===== config.mk =====
export PLATFORM = sky130hd
export DESIGN_NAME = bht_btb
export DESIGN_NICKNAME = d
export VERILOG_FILES = /design/src/rtl/bht_btb.sv
export SDC_FILE = /design/constraint.sdc
export NUM_CORES = 2
export LEC_CHECK = 0
export CAP_MARGIN = 15
export CORE_AREA = 2 2 844 426
export DETAILED_ROUTE_END_ITERATION = 7
export DIE_AREA = 0 0 846 428
export SYNTH_ARGS = -nofsm -noshare
export SYNTH_HDL_FRONTEND = slang
export SYNTH_SLANG_ARGS = --single-unit

===== constraint.sdc =====
create_clock -name clk -period 9.79 [get_ports clk]
set_input_delay 1.958 -clock clk [delete_from_list [all_inputs] [get_ports clk]]
set_output_delay 1.958 -clock clk [all_outputs]
set_load 0.03 [all_outputs]

===== src/rtl/bht_btb.sv =====
`default_nettype none
// ============================================================================
// Module      : bht_btb
// Description : Direct-mapped branch history table + branch target buffer.
//               Combinational lookup on the fetch PC, synchronous training.
//               Optional macro BHT_BTB_BYPASS_EN forwards a same-cycle update
//               to a lookup of the same PC.
// Revision    : 1.0 - initial release
// ============================================================================
module bht_btb #(
    parameter int IDX_W = 6,
    parameter int TAG_W = 24
) (
    input  logic        clk,
    input  logic        rst,
    input  logic [31:0] pc,
    output logic        pred_taken,
    output logic [31:0] pred_target,
    input  logic        update,
    input  logic [31:0] update_pc,
    input  logic        act_taken,
    input  logic [31:0] act_target,
    input  logic        inv_all
);

    localparam int c_entries = 2 ** IDX_W;

    logic             r_valid  [c_entries];
    logic [TAG_W-1:0] r_tag    [c_entries];
    logic [1:0]       r_ctr    [c_entries];
    logic [31:0]      r_target [c_entries];

    logic [IDX_W-1:0] w_idx, w_uidx;
    logic [TAG_W-1:0] w_tag, w_utag;
    logic             w_uhit;
    logic [1:0]       w_nxt_ctr;
    logic [31:0]      w_nxt_target;
    logic             w_we;
    logic             w_hit;
    logic [1:0]       w_ctr;
    logic [31:0]      w_tgt;
    logic             w_unused_bits;

    assign w_idx  = pc[IDX_W+1:2];
    assign w_tag  = pc[31:IDX_W+2];
    assign w_uidx = update_pc[IDX_W+1:2];
    assign w_utag = update_pc[31:IDX_W+2];
    assign w_unused_bits = ^{pc[1:0], update_pc[1:0]};

    assign w_uhit = r_valid[w_uidx] && (r_tag[w_uidx] == w_utag);
    assign w_we   = update && !rst && !inv_all;

    always_comb begin
        w_nxt_ctr = r_ctr[w_uidx];
        if (w_uhit) begin
            if (act_taken) begin
                if (r_ctr[w_uidx] != 2'b11) w_nxt_ctr = r_ctr[w_uidx] + 2'd1;
            end else begin
                if (r_ctr[w_uidx] != 2'b00) w_nxt_ctr = r_ctr[w_uidx] - 2'd1;
            end
        end else if (act_taken) begin
            w_nxt_ctr = 2'b10;
        end
    end

    assign w_nxt_target = act_taken ? act_target : r_target[w_uidx];

    // Valid and counter state carries the reset; tags and targets do not.
    always_ff @(posedge clk) begin
        if (rst) begin
            for (int i = 0; i < c_entries; i++) begin
                r_valid[i] <= 1'b0;
                r_ctr[i]   <= 2'b01;
            end
        end else if (inv_all) begin
            for (int i = 0; i < c_entries; i++) r_valid[i] <= 1'b0;
        end else if (update && (w_uhit || act_taken)) begin
            r_valid[w_uidx] <= 1'b1;
            r_ctr[w_uidx]   <= w_nxt_ctr;
        end
    end

    always_ff @(posedge clk) begin
        if (w_we && act_taken) begin
            r_tag[w_uidx]    <= w_utag;
            r_target[w_uidx] <= w_nxt_target;
        end
    end

`ifdef BHT_BTB_BYPASS_EN
    logic w_byp;
    assign w_byp = update && !inv_all && (update_pc[31:2] == pc[31:2]);
    assign w_hit = w_byp ? (w_uhit || act_taken)
                         : (r_valid[w_idx] && (r_tag[w_idx] == w_tag));
    assign w_ctr = w_byp ? w_nxt_ctr    : r_ctr[w_idx];
    assign w_tgt = w_byp ? w_nxt_target : r_target[w_idx];
`else
    assign w_hit = r_valid[w_idx] && (r_tag[w_idx] == w_tag);
    assign w_ctr = r_ctr[w_idx];
    assign w_tgt = r_target[w_idx];
`endif

    assign pred_taken  = w_hit && w_ctr[1] && !rst;
    assign pred_target = pred_taken ? w_tgt : 32'h0;

endmodule
`default_nettype wire


; ---- Word-level counts from Yosys, hierarchy flattened
; Memory sizes are Yosys's and may differ from the RTL's.
; Cells that the tools add are included.
[word_totals]
reg_bits = 0
ramBits = 3776
elab_cells = 177
mem_count = 4
[memory_table]
columns = memory, words, word_bits, read_ports, rd_clocked_by_memory_dff, write_ports, line
row1 = r_target, 64, 32, 1, 0, 1, 31  ; logic [31:0] r_target [c_entries];
row2 = r_tag, 64, 24, 2, 0, 1, 29  ; logic [TAG_W-1:0] r_tag [c_entries];
row3 = r_ctr, 64, 2, 2, 0, 64, 30  ; logic [1:0] r_ctr [c_entries];
row4 = r_valid, 64, 1, 2, 0, 64, 28  ; logic r_valid [c_entries];
[classes]
n_addsub = 2
n_eq_ne = 4
n_mux = 88
bitwise = 64
reduce_logical = 15
[op_table]
columns = operator, count
row1 = $mux 1, 78
row2 = $mux 32, 2
row3 = $or 1x1->1, 64
row4 = $eq 24x24->1, 2
row5 = $mux 2, 6
row6 = $mux 6, 2
row7 = $logic_and 1x1->1, 8
row8 = $add 2x1->2 const B, 1
row9 = $logic_not 1->1, 2
row10 = $ne 2x2->1 const B, 1
row11 = $reduce_and 2->1, 1
row12 = $reduce_bool 2->1, 1
row13 = $reduce_or 2->1, 1
row14 = $sub 2x1->2 const B, 1
row15 = $logic_or 1x1->1, 1
row16 = $ne 1x1->1 const B, 1
row17 = $reduce_or 1->1, 1

; ---- Depth between registers and ports, before layout
; An unclocked memory read counts as a cell.
[logic_depth]
word_depth = 11
mapped_depth = 22
mapped_depth_nobuf = 10

; ---- Least setup slack after synthesis
; No wires, ideal clock.
[synth_path]
path_kind = input -> output
from = input pc[2]
to = output pred_target[0]
t_arrival_ns = 6.381
required_ns = 7.832
path_slack_ns = 1.451
cell_stages = 13
path_buffers = 5
path_cell_list = clkbuf_1 > clkbuf_1 > buf_1 > buf_1 > mux4_2 > mux4_2 > mux2_2 > a21oi_1 > xnor2_1 > nor4_1 > nand4_1 > clkbuf_1 > a211oi_1
[synth_between]
elab_chain_cells = 6
elab_cells_between_ends = 9
classes_between = eq/ne (1) / mux (1) / reduce/logical (3) / memory (4)
[synth_lines]
columns = item, line
row1 = start: declaration, 16  ; input logic [31:0] pc,
row2 = $mem_v2 64x24, --
row3 = $eq 24x24->1, 98  ; assign w_hit = r_valid[w_idx] && (r_tag[w_idx] == w_tag);
row4 = $logic_and 1x1->1, 98
row5 = $logic_and 1x1->1 (2 in series), 103  ; assign pred_taken = w_hit && w_ctr[1] && !rst;
row6 = $mux 32 *, 104  ; assign pred_target = pred_taken ? w_tgt : 32'h0;
row7 = end: declaration, 18  ; output logic [31:0] pred_target,
; Mark *: on every way between the ends. The rest lies on a longest branch, timed or not.

; ---- Worst setup path in the final report
[layout_path]
from = input pc[3]
to = output pred_target[17]
; Same word-level chain as after synthesis.

==> impl_metrics.yaml <==
worst_hold_path:
  hold_path_class: "flip-flop to flip-flop"
  worst_hold_startpoint: "r_valid[19]"
  worst_hold_path.endpoint: "r_valid[19]"
  min_delay_path_depth: 2
drt:
  wirelength_um: 551000
  dr.first_iter.drc_count: 17300
  drtPass1Iterations: 6
  route.detailed.vias_per_inst: 7.09
  drt-wirelength-per-cell_um: 42.0
  drc: 3
  drt.antenna.violating_nets: 0
  dr_total_vias: 93000
synthesis:
  synth.area.top_cells: "edfxtp_1, mux4_2, mux2i_1, dfxtp_1, clkbuf_1"
  synth.cell_area_um2: 159000
  ys_ff_latch: 3776
  count_of_different_cell_masters_after_synthesis: 83
  synth_enable_flop_cells: 3712
  synthesis.instances: 7873
  yosys.area.top_type: "edfxtp_1"
  synth.yosys.seq_area_share_pct: 70.8
  syn_area_per_cell_um2: 20.2
  synth_common_cells: "edfxtp_1, mux4_2, mux2i_1"
  synthesized_netlist_net_count: 7974
  yosys_warnings: 0
  synth.top_cell.area_share_pct: 70.0
  synthArstFlopShare_pct: 0
  dominantRegCellSynth: "edfxtp_1"
  synth.most_common_cell: "edfxtp_1"
placed_design:
  place.gp.congestion: 0.906
  place.port_buffers: 129
  hpwlAfterDp_um: 321000
  pre_cts_ws_ns: 0.313
finish:
  area_growth_syn_to_layout_pct: 12.5
  final_nets: 8224
  layout-drive-gt1-share_pct: 27.5
floorplan:
  num_rows: 155
  die_footprint_um2: 362000
  fp.dieH_um: 428
  start_util_pct: 44.9
  ioPinCount: 134
  core_area_um2: 355000
  floorplan.die.width_um: 846
power_and_ir_drop:
  power_density_nw_per_um2: 186
  vdd.ir_drop.worst_mv: 0.139
  power.static_leakage_uw: 0.0555
outcome:
  violated_checks: "design-rule violations"
  run_status: "complete, but fails checks"
timing:
  report.final.hold_viol_count: 0
  setup-tns-final_ns: 0
  finClkSkew_ns: 0.101
  max_slew.worst_pin.slew_ns: 1.43
  unrepaired_setup_endpoints_after_global_routing: "false"
  tmin_final_ns: 9.77
  tcrit_tclk_final_pct: 99.8
  timing.final.max_slew_violations: 0
  max_clock_freq_mhz: 102
  setup_violations: 0
  timing.slew.headroom_pct: 4.17
  finalWorstSetupSlack_ns: 0.0165
setup_path:
  worstReg2RegEnd: "r_ctr[40][0]"
  setup.worst_path.start_class: "primary input"
  worst-setup-path-type: "primary input to output pin"
  worstPathRequired_ns: 7.83
  top_fanout_value_on_the_critical_path: 98
  worst_r2r_path_depth: 12
  end_kind: "output pin"
  timing.rr.start: "r_valid[15]"
  crit_arrival_ns: 7.82
  ff2ff_setup_slack_ns: 4.68
clock_tree:
  cts_num_sinks: 3776
  clock_tree_from_tritoncts: "built"
  cts_hold_buf: 0
  cts_root_buf: "clkbuf_16"
  cts.clk_slew.worst_paths_ns: 0.07
  clock_tree.htree_level_count: 5
  numCtsBuffers: 336
  post-cts-setup-buffers: 0
  worstSkewPairLatency_ns: 0.98
  cts_buffer_depth: 4
  post_cts_resized: 0
global_routing:
  number_of_global_route_vias_before_repair: 87400
  grt_start_max_net_pins: 122
  grt_first_pass_wirelength_um: 744000
  overflow_left_after_global_routing: 0
  initial_antenna_violation_count: 60
  grt_usage_pct: 29.7
job:
  max_cap_violations: 0
-- final cells by class --
cell class / count / area (um2)
diodes: 18 / 45.0
clock buffers: 430 / 9080
clock inverters: 175 / 1520
fillers: 27900 / 176000
inverters: 10 / 47.5
multi-input cells: 3482 / 44300
flip-flops and latches: 3776 / 113000
well taps: 4710 / 5890
repair buffers: 517 / 5420
-- how the worst max path moves through the flow --
stage | depth (start not counted) | end | start | slack [ns]
after global routing | 14 | pred_target[17] | pc[2] | 0.01
after floorplan | 13 | pred_target[0] | pc[2] | 1.45
final | 12 | pred_target[17] | pc[3] | 0.02
after detailed placement | 12 | pred_target[17] | pc[3] | 0.31
after CTS | 12 | pred_target[17] | pc[3] | 0.31
after global placement | 12 | pred_target[17] | pc[3] | 0.42
-- report_power, final --
group | leakage, uW | total, uW | switching (uW) | internal (uW)
combinational | 0.0163 | 2300 | 1440 | 858
clock | 0.00520 | 13300 | 6080 | 7200
sequential | 0.0340 | 17800 | 19.4 | 17800
total | 0.0555 | 33400 | 7540 | 25800
-- registers in the layout, summed over array words and instances (netlist names) --
register and cells:
r_target 2048, r_ctr 128, r_valid 64, r_tag 1536
-- cells by family after synthesis --
family | Yosys count | synth area share, %
buf+inv | 615 | 1.70
xor+xnor | 44 | 0.242
mux | 1652 | 19.8
compound gates | 1151 | 5.27
flops | 3776 | 70.8
simple gates | 635 | 2.10
-- per-stage QoR --
stage	util [%]	instances	total power, uW	instance area (um2)	hold WS, ns
global placement	47.4	12500	20400	168000	0.460
global route	50.5	13100	34200	179000	0.502
CTS	50.4	13100	33400	179000	0.482
detailed placement	47.5	12500	20400	168000	0.471
floorplan	-	7873	19400	159000	0.440
finish	50.5	13100	33400	179000	0.480
-- routing by layer --
metal / vias to the layer above / track usage (%) / wire [um]
li1: 34400 / - / -
met1: 49600 / 46.0 / 226000
met2: 7951 / 38.2 / 216000
met3: 962 / 13.0 / 93500
met4: 45 / 7.11 / 14800
met5: - / 0.472 / 565
-- cells in the final DEF (no fill, tap or decap), drive strengths merged, types with 58 or more instances in the layout --
master	n
mux4	1195
a221o	87
a21oi	104
a22oi	119
o21ai	162
nand2	221
a221oi	131
a211oi	89
nor2	153
o22ai	155
clkinv	131
dfxtp	64
o21bai	64
buf	482
clkbuf	431
mux2i	400
or3b	58
a31oi	58
edfxtp	3712
-- worst max-delay path, cell delays in order --
cell      delay [ns]
buf_8           0.73
buf_4           0.68
mux4_2          0.42
mux4_2          0.49
mux4_2          0.55
xor2_1          0.17
buf_4           0.23
nor4_1          1.06
nand4_1         0.33
buf_12          0.27
a211oi_1        0.49
buf_12          0.19
Note: power is estimated with default switching activity, not from simulation.
